## src/rtl/min_max_pkg.sv

```systemverilog
// Shared constants and state encodings for the min/max loader and finder.
// Both blocks decode their one-hot state flags from these enums.
package min_max_pkg;

  localparam int unsigned WIDTH = 8;
  localparam int unsigned DEPTH = 16;
  localparam int unsigned AW    = 4;

  // Loader states; bit order matches {Qw,Qk,Qf,Qi}
  typedef enum logic [3:0] {
    StIni  = 4'b0001,
    StFill = 4'b0010,
    StKick = 4'b0100,
    StWait = 4'b1000
  } loader_state_e;

  // Finder states; bit order matches {Qd,Qc,Ql,Qi}
  typedef enum logic [3:0] {
    FinIni  = 4'b0001,
    FinLoad = 4'b0010,
    FinComp = 4'b0100,
    FinDone = 4'b1000
  } finder_state_e;

endpackage

```

## src/rtl/min_max_array_loader_if.sv

```systemverilog
// Loader-facing bundle: sample stream, finder handshake, read port and status flags.
// The master side drives samples and finder controls; the slave side is the loader.
interface min_max_array_loader_if;
  import min_max_pkg::*;

  logic             Go;
  logic             Abort;
  logic [WIDTH-1:0] InData;
  logic             InValid;
  logic             InReady;
  logic             StartOut;
  logic             FinderDone;
  logic [AW-1:0]    RdAddr;
  logic [WIDTH-1:0] RdData;
  logic [AW:0]      Count;
  logic             Full;
  logic             Qi;
  logic             Qf;
  logic             Qk;
  logic             Qw;

  modport master (
    output Go, Abort, InData, InValid, FinderDone, RdAddr,
    input  InReady, StartOut, RdData, Count, Full, Qi, Qf, Qk, Qw
  );

  modport slave (
    input  Go, Abort, InData, InValid, FinderDone, RdAddr,
    output InReady, StartOut, RdData, Count, Full, Qi, Qf, Qk, Qw
  );

endinterface

```

## src/rtl/min_max_regfile.sv

```systemverilog
// Depth x Width array: synchronous write, asynchronous read.
// Contents are deliberately not reset.
module min_max_regfile #(
  parameter int unsigned Width = 8,
  parameter int unsigned Depth = 16,
  parameter int unsigned Aw    = 4
) (
  input  logic             Clk,
  input  logic             i_we,
  input  logic [Aw-1:0]    i_waddr,
  input  logic [Width-1:0] i_wdata,
  input  logic [Aw-1:0]    i_raddr,
  output logic [Width-1:0] o_rdata
);

  logic [Width-1:0] r_mem [Depth];

  always_ff @(posedge Clk) begin
    if (i_we) begin
      r_mem[i_waddr] <= i_wdata;
    end
  end

  // Read sees the pre-edge value on a same-cycle write
  assign o_rdata = r_mem[i_raddr];

endmodule

```

## src/rtl/min_max_array_loader.sv

```systemverilog
// Fills a 16-entry array from a valid/ready stream, kicks the finder once full,
// and holds the array frozen until the finder reports done.
module min_max_array_loader
  import min_max_pkg::*;
(
  input  logic                   Clk,
  input  logic                   Reset,
  min_max_array_loader_if.slave  bus
);

  localparam logic [AW-1:0] LastPtr   = AW'(DEPTH - 1);
  localparam logic [AW:0]   CountFull = (AW + 1)'(DEPTH);

  loader_state_e r_state, w_state_next;
  logic [AW-1:0] r_wr_ptr, w_wr_ptr_next;
  logic [AW:0]   r_count, w_count_next;
  logic          w_we;

  always_ff @(posedge Clk or posedge Reset) begin
    if (Reset) begin
      r_state  <= StIni;
      r_wr_ptr <= '0;
      r_count  <= '0;
    end else begin
      r_state  <= w_state_next;
      r_wr_ptr <= w_wr_ptr_next;
      r_count  <= w_count_next;
    end
  end

  always_comb begin
    w_state_next  = r_state;
    w_wr_ptr_next = r_wr_ptr;
    w_count_next  = r_count;
    w_we          = 1'b0;
    bus.InReady   = 1'b0;
    bus.StartOut  = 1'b0;
    unique case (r_state)
      StIni: begin
        if (bus.Go) begin
          w_state_next  = StFill;
          w_wr_ptr_next = '0;
          w_count_next  = '0;
        end
      end
      StFill: begin
        bus.InReady = 1'b1;
        // Abort beats a same-cycle transfer: nothing is written or counted
        if (bus.Abort) begin
          w_state_next  = StIni;
          w_wr_ptr_next = '0;
          w_count_next  = '0;
        end else if (bus.InValid) begin
          w_we          = 1'b1;
          w_wr_ptr_next = r_wr_ptr + 1'b1;
          w_count_next  = r_count + 1'b1;
          if (r_wr_ptr == LastPtr) begin
            w_state_next = StKick;
          end
        end
      end
      StKick: begin
        bus.StartOut = 1'b1;
        w_state_next = StWait;
      end
      StWait: begin
        if (bus.Abort) begin
          w_state_next  = StIni;
          w_wr_ptr_next = '0;
          w_count_next  = '0;
        end else if (bus.FinderDone) begin
          w_state_next = StIni;
        end
      end
      default: begin
        w_state_next  = StIni;
        w_wr_ptr_next = '0;
        w_count_next  = '0;
      end
    endcase
  end

  min_max_regfile #(
    .Width(WIDTH),
    .Depth(DEPTH),
    .Aw   (AW)
  ) u_regfile (
    .Clk    (Clk),
    .i_we   (w_we),
    .i_waddr(r_wr_ptr),
    .i_wdata(bus.InData),
    .i_raddr(bus.RdAddr),
    .o_rdata(bus.RdData)
  );

  assign bus.Count = r_count;
  assign bus.Full  = (r_count == CountFull);
  assign bus.Qi    = r_state[0];
  assign bus.Qf    = r_state[1];
  assign bus.Qk    = r_state[2];
  assign bus.Qw    = r_state[3];

endmodule

```

## src/flat_wrapper.sv

```systemverilog
// flat-port wrapper written by rule: the top's interface ports become plain ports
module min_max_array_loader_flat import min_max_pkg::*;
  (Clk, Reset, bus_Go, bus_Abort, bus_InData, bus_InValid, bus_FinderDone, bus_RdAddr, bus_InReady, bus_StartOut, bus_RdData, bus_Count, bus_Full, bus_Qi, bus_Qf, bus_Qk, bus_Qw);
  min_max_array_loader_if bus_i ();
  input  logic Clk;
  input  logic Reset;
  input wire logic [$bits(bus_i.Go)-1:0] bus_Go;
  input wire logic [$bits(bus_i.Abort)-1:0] bus_Abort;
  input wire logic [$bits(bus_i.InData)-1:0] bus_InData;
  input wire logic [$bits(bus_i.InValid)-1:0] bus_InValid;
  input wire logic [$bits(bus_i.FinderDone)-1:0] bus_FinderDone;
  input wire logic [$bits(bus_i.RdAddr)-1:0] bus_RdAddr;
  output wire logic [$bits(bus_i.InReady)-1:0] bus_InReady;
  output wire logic [$bits(bus_i.StartOut)-1:0] bus_StartOut;
  output wire logic [$bits(bus_i.RdData)-1:0] bus_RdData;
  output wire logic [$bits(bus_i.Count)-1:0] bus_Count;
  output wire logic [$bits(bus_i.Full)-1:0] bus_Full;
  output wire logic [$bits(bus_i.Qi)-1:0] bus_Qi;
  output wire logic [$bits(bus_i.Qf)-1:0] bus_Qf;
  output wire logic [$bits(bus_i.Qk)-1:0] bus_Qk;
  output wire logic [$bits(bus_i.Qw)-1:0] bus_Qw;
  assign bus_i.Go = bus_Go;
  assign bus_i.Abort = bus_Abort;
  assign bus_i.InData = bus_InData;
  assign bus_i.InValid = bus_InValid;
  assign bus_i.FinderDone = bus_FinderDone;
  assign bus_i.RdAddr = bus_RdAddr;
  assign bus_InReady = bus_i.InReady;
  assign bus_StartOut = bus_i.StartOut;
  assign bus_RdData = bus_i.RdData;
  assign bus_Count = bus_i.Count;
  assign bus_Full = bus_i.Full;
  assign bus_Qi = bus_i.Qi;
  assign bus_Qf = bus_i.Qf;
  assign bus_Qk = bus_i.Qk;
  assign bus_Qw = bus_i.Qw;
  min_max_array_loader u_core (.Clk(Clk), .Reset(Reset), .bus(bus_i));
endmodule
```

## config.mk

```make
export PLATFORM = sky130hd
export DESIGN_NAME = min_max_array_loader_flat
export DESIGN_NICKNAME = d
export VERILOG_FILES = /design/src/rtl/min_max_pkg.sv /design/src/rtl/min_max_array_loader_if.sv /design/src/rtl/min_max_regfile.sv /design/src/rtl/min_max_array_loader.sv /design/src/flat_wrapper.sv
export SDC_FILE = /design/constraint.sdc
export NUM_CORES = 1
export LEC_CHECK = 0
export ABC_AREA = 1
export CAP_MARGIN = 20
export CORE_ASPECT_RATIO = 0.9
export CORE_UTILIZATION = 30
export DETAILED_ROUTE_END_ITERATION = 16
export GPL_TIMING_DRIVEN = 0
export SYNTH_ARGS = -nofsm -noshare
export SYNTH_HDL_FRONTEND = slang
export SYNTH_SLANG_ARGS = --single-unit
```

## constraint.sdc

```tcl
create_clock -name Clk -period 2.1 [get_ports Clk]
set_input_delay 0.42 -clock Clk [delete_from_list [all_inputs] [get_ports Clk]]
set_output_delay 0.42 -clock Clk [all_outputs]
set_load 0.01 [all_outputs]
```

==> impl_metrics.toml <==
[critical_path]
path_buf_inv = 0
worstPathCellList = "nor2_2, nand3_2, nor2_4, nand2_1, nor2_2"
required_ns = 2.17
path_depth = 5
crit_slowest_cell = "dfrtp_1"
critPathMaxStageDelay_ns = 0.45
worstSetupStartpointType = "flip-flop"
reg2reg_slack_ns = 0.04
worst_r2r_path_depth = 5
path_delay_family = "simple AND/OR/NAND/NOR gates"
path_class = "reg2reg"
critPathMaxFanout = 8
crit_top_cell = "nor2_2"
reg2reg_from = "u_core.r_state[2]$_DFFE_PP0P_"
timing.rr.end = "u_core.u_regfile.r_mem[11][0]$_DFFE_PP_"
worstSetupEndpointType = "flip-flop"
worstPathArrival_ns = 2.13

[cells_and_area]
drive_above_1_share = 0.1802
antenna_cells = 0
n_fill_cell = 1965
finalInstanceArea_um2 = 7736
fin_nets = 666
area_growth_pct = 22.95
multiInputGateArea_um2 = 1871
seq_area_um2 = 4173

[detailed_routing]
met2_length_mm = 6.836
drc = 0
met1_length_mm = 7.245
vias = 4279
wl_per_cell_um = 16.50
ant_nets = 0
postRouteWirelength_mm = 15.43
topRoutingLayerUsed = "met4"
drt_pre_antenna_iters = 5
dr_wl_met3_mm = 1.142
first_iter_violations = 429
avgViaCountPerCell = 4.576

[timing]
period_minus_slack_ns = 2.062
hold_viol_final = 0
setup_viol = 0
finalMaxSlewViolations = 0
fin_skew_ns = 0.008141
rsz0062_at_grt = "yes"
period_share = 0.9817
maxSlewHeadroom = 0.3858
tightest_slew_ns = 0.9185
max_clock_freq_ghz = 0.4850

[yosys]
synth_nets = 611
ys.flop_type = "edfxtp_1"
yosysWarnings = 0
ys_ff_latch = 141
synthArstFlopShare = 0.09220
syn_avg_cell_area_um2 = 10.72
synth.distinct_cells = 31
syn_inst = 587
synth-edff-count = 128
syn_area_um2 = 6292
ys_seq_area_frac = 0.6628

[clocking]
cts_hold_buf = 0
cts_sinks = 141
cts.path.max_buffers = 2
cts_buffers = 17
cts-root-buf = "clkbuf_16"
htreeDepth = 4
cts_tree = "built"
clk_pin_slew_ns = 0.06
clock_latency_ns = 0.43

[floorplan]
die_y_um = 139.4
core_um2 = 20290
ioPinCount = 38
die_area_um2 = 21560
die_width_um = 154.7
start_util = 0.3101
fp-row-count = 49

[outcome]
outcome = "completed"

[grt]
grt_pass1_vias = 4063
grt_remaining_overflow = 0
grt_pass1_wl_mm = 23.61
antenna_found_initial = 0
track_usage = 0.1508
grt_max_degree = 17

[placement]
dpl-instance-area_um2 = 6983
gp_routability_congestion = 0.8906
hpwlAfterDp_mm = 10.11
io_buffers = 34

[pwr]
p_leak_nw = 2.977
vdd_drop_max_v = 0.0004819
power_density_nw_per_um2 = 925.4
finalPower_mw = 7.159

[hold_path]
hp-class = "in2async"

[run]
cap_violations = 0
[logic make-up (layout without fill, tap and decap cells)]
group	count (synthesis)	in the layout	share of synthesized area
and+or+nand+nor	318	318	0.2209
DFF	141	141	0.6628
buffers and inverters	79	147	0.05826
AOI/OAI and AO/OA	41	41	0.04335
adders and majority gates	6	6	0.01193
xor gates and xnor gates	2	2	0.002784
[synth_stat cells (all sizes together), types with 3 or more instances]
master	n	share of area
nand4	3	0.0030
or2	8	0.0080
nand2	163	0.10
ha	6	0.012
o21ai	26	0.025
dfrtp	12	0.048
nor2	74	0.049
nand3	69	0.060
inv	51	0.030
o211ai	15	0.018
edfxtp	128	0.61
clkbuf	7	0.0042
buf	21	0.024
[worst max path at each step]
stage	start	end	slack, ns
floorplan	u_core.r_state[2]$_DFFE_PP0P_	u_core.u_regfile.r_mem[11][0]$_DFFE_PP_	0.29
global placement	bus_RdAddr[1]	bus_RdData[6]	-0.99
detailed placement	bus_RdAddr[1]	bus_RdData[6]	-1.05
CTS	bus_RdAddr[0]	bus_RdData[6]	-0.19
global route	u_core.r_state[2]$_DFFE_PP0P_	u_core.u_regfile.r_mem[11][0]$_DFFE_PP_	-0.07
finish	u_core.r_state[2]$_DFFE_PP0P_	u_core.u_regfile.r_mem[11][0]$_DFFE_PP_	0.04
[cells in the final DEF (no fill, tap or decap), drive strengths merged]
cell type,Yosys,routed
nand3,69,69
inv,51,56
xor2,1,1
clkinvlp,0,5
xnor2,1,1
clkinv,0,3
dfrtp,12,12
clkdlybuf4s50,0,22
dlymetal6s2s,0,1
ha,6,6
nor3,1,1
buf,21,24
dfstp,1,1
nand4,3,3
dlygate4sd2,0,2
bufinv,0,2
o211ai,15,15
or2,8,8
clkdlybuf4s15,0,1
edfxtp,128,128
nor2,74,74
o21ai,26,26
nand2,163,163
clkbuf,7,31
[stage by stage]
stage | std cells | setup slack, ns | TNS [ns] | util | hold slack (ns)
6_report | 935 | 0.03833 | 0 | 0.3812 | 0.3306
5_1_grt | 935 | -0.07283 | -1.365 | 0.3812 | 0.3657
4_1_cts | 934 | -0.1869 | -0.1869 | 0.3788 | 0.3502
3_5_place_dp | 901 | -1.050 | -53.27 | 0.3441 | 0.5925
3_3_place_gp | 901 | -0.9926 | -50.45 | 0.3441 | 0.5878
2_1_floorplan | 587 | 0.2896 | 0 | - | 0.2962
[power breakdown]
group	total, mW	internal [mW]	switching [mW]
Sequential	3.22	3.15	0.0691
Clock	3.00	1.76	1.23
Combinational	0.948	0.358	0.590
[layout make-up]
cell class,instances,share of cell area
well taps,280,0.04529
multi-input cells,367,0.2418
flip-flops and latches,141,0.5394
plain buffers,28,0.03186
clock inverters,15,0.02086
repair buffers,36,0.04076
inverters,51,0.02507
clock buffers,17,0.05499
[flip-flops by register name, summed over array words and instances, names as in the netlist]
| signal | flops |
|---|---|
| u_core.u_regfile.r_mem | 128 |
| u_core.bus.Count | 5 |
| u_core.r_state | 4 |
| u_core.r_wr_ptr | 4 |
[per-layer routing]
| layer | global-route usage | vias to the layer above |
|---|---|---|
| met5 | 0 | - |
| met2 | 0.2189 | 164 |
| met1 | 0.2147 | 2016 |
| li1 | - | 2082 |
| met4 | 0.05263 | 0 |
| met3 | 0.04235 | 17 |
[timing repair]
action | CTS | global route
gates resized for setup | 66 | 27
pin swaps | 13 | 7
setup buffers | 1 | 1
endpoints found under the setup margin | 131 | 82
Note: power is estimated with default switching activity, not from simulation.
==> patch 1, RTL diff (same flow settings) <==
`WIDTH`: 8 -> 10.
--- a/src/rtl/min_max_pkg.sv
+++ b/src/rtl/min_max_pkg.sv
@@ -3,5 +3,5 @@
 package min_max_pkg;
 
-  localparam int unsigned WIDTH = 8;
+  localparam int unsigned WIDTH = 10;
   localparam int unsigned DEPTH = 16;
   localparam int unsigned AW    = 4;
Ports: changed (resized bus_InData and bus_RdData); port bits go from 38 to 42. The function was not compared with the original's and may differ.
==> patch 1 against the original RTL <==
  * Worst setup slack improved by 0.018 ns
  * Register-to-register slack better by 0.09 ns
  * Sequential cell count is 32 higher
  * Clock power rose by 6%
  * First-iteration DRC count rose by 1.4%
  * Routed wire length increased by 24%
  * Via count rose by 21%
  * Total power grew 15%
  * Sequential share of layout area decreased by 0.29 points
  * Synthesized area increased by 20%
  * Die area increased by 20%
  * Design area increased by 24%
  * Combinational power increased by 17%
  * Critical endpoint is now bus_RdData[5]
  * Largest cell class unchanged
  * Largest power group unchanged
==> patch 1: results (changes against the original RTL) <==
metric,value,unit,change
IO buf count,41,,was 34
antenna cell count,0,,unchanged
First-pass DRT Iterations,5,,unchanged
pin count of the biggest net entering global routing,17,,unchanged
status,completed,,unchanged
CP Launch Point,bus_RdAddr[0],,was u_core.r_state[2]$_DFFE_PP0P_
worst r2r src,u_core.r_state[2]$_DFFE_PP0P_,,unchanged
reg2reg setup slack,0.13,ns,was 0.04 ns
Root Buffer,clkbuf_16,,unchanged
Total Wirelength,19100,um,"was 15,400 um"
top-count cell post-synth,nand2_1,,unchanged
yosys warns,0,,unchanged
Leak,0.00363,uW,was 0.00298 uW
worst hold path type,primary input to asynchronous set/reset pin,,unchanged
Starting DRT DRC Count,435,,was 429
Synth async-reset ratio,7.51,%,was 9.22%
Reg-to-Reg End,u_core.u_regfile.r_mem[8][1]$_DFFE_PP_,,was u_core.u_regfile.r_mem[11][0]$_DFFE_PP_
hpwl dp,12200,um,"was 10,100 um"
Total GRT Usage,15.4,%,was 15.1%
"Clk Latency, worst-skew pair",0.43,ns,about the same
Max-slew headroom,49.8,%,was 38.6%
Max Fanout on Critical Path,6,,was 8
global-route wire length before repair,29400,um,"was 23,600 um"
Worst Setup EP,bus_RdData[5],,was u_core.u_regfile.r_mem[11][0]$_DFFE_PP_
dpl cell area,0.00841,mm2,was 0.00698 mm2
met3 GRT Util,3.32,%,was 4.24%
commonest cells in the synthesized netlist,"185 x nand2_1, 160 x edfxtp_1, 93 x nor2_1, 73 x nand3_1, 46 x inv_1",,"was 157 x nand2_1, 128 x edfxtp_1, 69 x nor2_1, 63 x nand3_1, 49 x inv_1"
Fin Clk Skew,0.0115,ns,was 0.00814 ns
Peak VDD IR,0.000559,V,was 0.000482 V
Crit path largest cell delay,0.27,ns,was 0.45 ns
Crit-path slowest cell,bufbuf_16,,was dfrtp_1
Nets,795,,was 666
Post-Syn Nets,721,,was 611
share of post-route cells with drive strength above 1,20.6,%,was 18.0%
initial antenna violation count,0,,unchanged
Clock Path Buffers,2,,unchanged
filler cell count,2401,,"was 1,965"
Synth Flop Type,edfxtp_1,,unchanged
vias in the first global route,5139,,"was 4,063"
number of synthesized flops with an enable pin,160,,was 128
"Distinct cells, synth",31,,unchanged
"Seq/Total Area, Yosys",67.9,%,was 66.3%
Final GP Congestion,0.836,,was 0.891
H-tree levels,4,,unchanged
CTS buffer count,17,,unchanged
max reg flops,160,,was 128
register name with the most flops,u_core.u_regfile.r_mem,,unchanged
"CP delay by family, top",buffers and inverters,,was simple AND/OR/NAND/NOR gates
cell depth of the worst flop-to-flop path,5,,unchanged
met1 usage,21.1,%,was 21.5%
vias per std cell,4.64,,was 4.58
synth top area cells,"edfxtp_1 64%, nand2_1 9.2%, nand3_1 4.8%",,"was edfxtp_1 61%, nand2_1 9.4%, nand3_1 5.0%"
met2 Use GR,24.2,%,was 21.9%
clock-pin slew on the worst setup and hold paths,0.07,ns,
==> patch 1: worst register-to-register path, stage by stage (launching register included) <==
cell and delay, ns:
dfrtp_1 0.45, nor2_2 0.26, nand3_2 0.17, nor2_4 0.18
nand2_2 0.18, nor2_4 0.38
==> patch 1: cell families (layout without fill, tap and decap cells) <==
logic type	Yosys count	count (layout)	synth area share (%)
buf+inv	83	170	4.97
flops	173	173	67.9
simple gates	382	382	21.8
compound gates	49	49	4.14
xor+xnor	2	2	0.232
fa+ha+maj	6	6	0.993
==> patch 1: worst min-delay path by stage <==
stage,from,endpoint,cells after the start
floorplan,Reset,u_core.bus.Count[0]$_DFFE_PP0P_,1
global placement,u_core.bus.Count[4]$_DFFE_PP0P_,u_core.bus.Count[4]$_DFFE_PP0P_,2
detailed placement,u_core.bus.Count[4]$_DFFE_PP0P_,u_core.bus.Count[4]$_DFFE_PP0P_,2
CTS,Reset,u_core.bus.Count[4]$_DFFE_PP0P_,2
global route,Reset,u_core.r_wr_ptr[0]$_DFFE_PP0P_,2
finish,Reset,u_core.r_wr_ptr[0]$_DFFE_PP0P_,2
==> patch 1: timing repair <==
action,CTS,global route
gates cloned,4,0
hold buffers,0,0
endpoints found under the setup margin,163,65
hold endpoints to repair,0,0
pin swaps,13,13
gates resized for setup,150,40
setup buffers,6,3
==> patch 1: final cells by class <==
| type | instances | area (um2) | area share, % |
|---|---|---|---|
| clock inverter | 14 | 159 | 1.66 |
| clock buffer | 18 | 429 | 4.48 |
| timing repair buffer | 56 | 602 | 6.29 |
| buffer | 33 | 367 | 3.83 |
| sequential | 173 | 5130 | 53.6 |
| multi-input combinational | 439 | 2270 | 23.7 |
| tap | 336 | 420 | 4.39 |
| inverter | 49 | 191 | 2.00 |
==> patch 1: layer usage <==
metal | share of wire, % | vias up
li1 | - | 2498
met1 | 46 | 2504
met2 | 46 | 165
met3 | 6.2 | 21
met4 | 1.7 | 0
met5 | 0 | -
==> patch 1: stage by stage <==
stage	instances	total power [uW]	hold slack (ns)	worst slack, ns	TNS (ns)
floorplan	695	4600	0.296	0.201	0
global placement	1072	4990	0.587	-1.00	-98.23
detailed placement	1074	5000	0.583	-0.967	-91.55
CTS	1116	8230	0.343	-0.0213	-0.0335
global route	1118	8510	0.383	-0.00724	-0.00724
finish	1118	8210	0.331	0.0566	0
==> patch 1: report_power, final <==
part | internal, uW | total (uW) | leakage [uW] | switching [uW]
sequential | 3860 | 3930 | 0.00161 | 72.6
clock | 1780 | 3170 | 0.000283 | 1390
combinational | 440 | 1110 | 0.00174 | 665
==> patch 2, RTL diff (same settings) <==
Without the edit above. Make the reset (`Reset`) synchronous in one clocked block. Comments in the files are not updated.
--- a/src/rtl/min_max_array_loader.sv
+++ b/src/rtl/min_max_array_loader.sv
@@ -17,5 +17,5 @@
   logic          w_we;
 
-  always_ff @(posedge Clk or posedge Reset) begin
+  always_ff @(posedge Clk) begin
     if (Reset) begin
       r_state  <= StIni;
Check against the original RTL: differs if Reset is asserted again (counterexample within 4 cycles, from zero or initial values and one cycle with Reset high); with Reset held inactive, the same outputs for 4 cycles.
==> patch 2 against the original RTL <==
  * The run now ends with design-rule violations, negative setup slack left
  * Design area is 3.0% lower
  * Critical path depth grew 1
  * Sequential cell count did not move
  * Synthesized area is 3.2% lower
  * Core utilization shrank 0.47 points
  * Non-clock buffer count is the same
  * Total power is 2.3% lower
  * Combinational power fell by 12%
  * Routed wire length shrank 5.8%
  * Worst setup slack worse by 0.089 ns
==> patch 2: results (changes against the original RTL) <==
metric,value,unit,change
Nets,630,,was 666
Routed met3 length,985,um,was 1140 um
Synth async-reset ratio,0,%,was 9.22%
violated checks,"design-rule violations, negative setup slack",,
setup ws final,-0.0504,ns,was 0.0383 ns
dpl cell area,0.00674,mm2,was 0.00698 mm2
routed len/inst,16.6,um,was 16.5 um
DR WL met2,6440,um,was 6840 um
synth top area cells,"edfxtp_1 63%, nand3_1 5.2%, inv_1 5.0%",,"was edfxtp_1 61%, nand2_1 9.4%, nand3_1 5.0%"
final std cells w/o fill,874,,was 935
cell depth of the worst flop-to-flop path,6,,was 5
CP Launch Point,bus_Abort,,was u_core.r_state[2]$_DFFE_PP0P_
vias in the first global route,3854,,"was 4,063"
First-pass DRT Iterations,11,,was 5
Post-Syn Nets,573,,was 611
Comb pwr share,11.9,%,was 13.2%
Final GP Congestion,1.07,,was 0.891
worst hold path type,flop to flop,,was primary input to asynchronous set/reset pin
via count,4085,,"was 4,279"
Crit-path slowest cell,clkdlybuf4s50_1,,was dfrtp_1
worst r2r src,u_core.r_state[1]$_SDFFE_PP0P_,,was u_core.r_state[2]$_DFFE_PP0P_
Starting DRT DRC Count,317,,was 429
status,"complete, but fails checks",,was completed
filler cell count,1928,,"was 1,965"
P_sw,1700,uW,was 1890 uW
wl on met1,6870,um,was 7250 um
Setup crit start kind,primary input,,was flop
commonest cells in the synthesized netlist,"128 x edfxtp_1, 81 x inv_1, 63 x nand3_1, 62 x nand2_1",,"was 157 x nand2_1, 128 x edfxtp_1, 69 x nor2_1, 63 x nand3_1, 49 x inv_1"
Total Power,6990,uW,was 7160 uW
Placed Cells,837,,was 901
multi-input logic area,0.00166,mm2,was 0.00187 mm2
Residual DRC,2,,was 0
hpwl dp,9830,um,"was 10,100 um"
worst slew pin tran,0.856,ns,was 0.918 ns
global-route wire length before repair,22500,um,"was 23,600 um"
met1 usage,20.4,%,was 21.5%
Total GRT Usage,14.8,%,was 15.1%
"Avg Cell Area, Syn",11.1,um2,was 10.7 um2
met2 Use GR,22.6,%,was 21.9%
Fin Clk Skew,0.0107,ns,was 0.00814 ns
IO buf count,33,,was 34
Final setup viols,32,,was 0
Leak,0.00278,uW,was 0.00298 uW
Post-Route Setup TNS,-1.12,ns,was 0 ns
"Arr. time, crit path",2.21,ns,was 2.13 ns
met3 GRT Util,3.55,%,was 4.24%
Seq pwr share,45.9,%,was 44.9%
dpl ws,-0.635,ns,was -1.05 ns
H-tree levels,4,,unchanged
Crit path largest cell delay,0.50,ns,was 0.45 ns
patch 2: repair_timing:
action / 4_1_cts / 5_1_grt
cloned: 0 / 1
resized for setup: 46 / 41
setup endpoints to repair: 131 / 129
setup buffers: 1 / 2
pin swaps: 8 / 15
patch 2: final cells by class:
type	count	area share, %
Inverter	84	4.20
Timing Repair Buffer	38	4.70
Sequential cell	141	54.7
Buffer	26	2.30
Tap cell	255	4.25
Clock buffer	19	5.77
Clock inverter	13	1.98
Multi-Input combinational cell	298	22.1
patch 2: worst reg2reg max path: stages, from the launching register on:
cell     delay (ns)
dfxtp_2        0.40
inv_1          0.07
nor2_2         0.11
nand2_2        0.13
nor2_1         0.26
nand2_1        0.27
nor2_2         0.45
patch 2: logic make-up after synthesis:
kind of cell / after synthesis / share of synthesized area [%]
and+or+nand+nor: 178 / 13.0
DFF: 141 / 67.4
AOI/OAI and AO/OA: 111 / 10.4
buffers and inverters: 110 / 7.48
adders and majority gates: 6 / 1.23
xor gates and xnor gates: 3 / 0.432
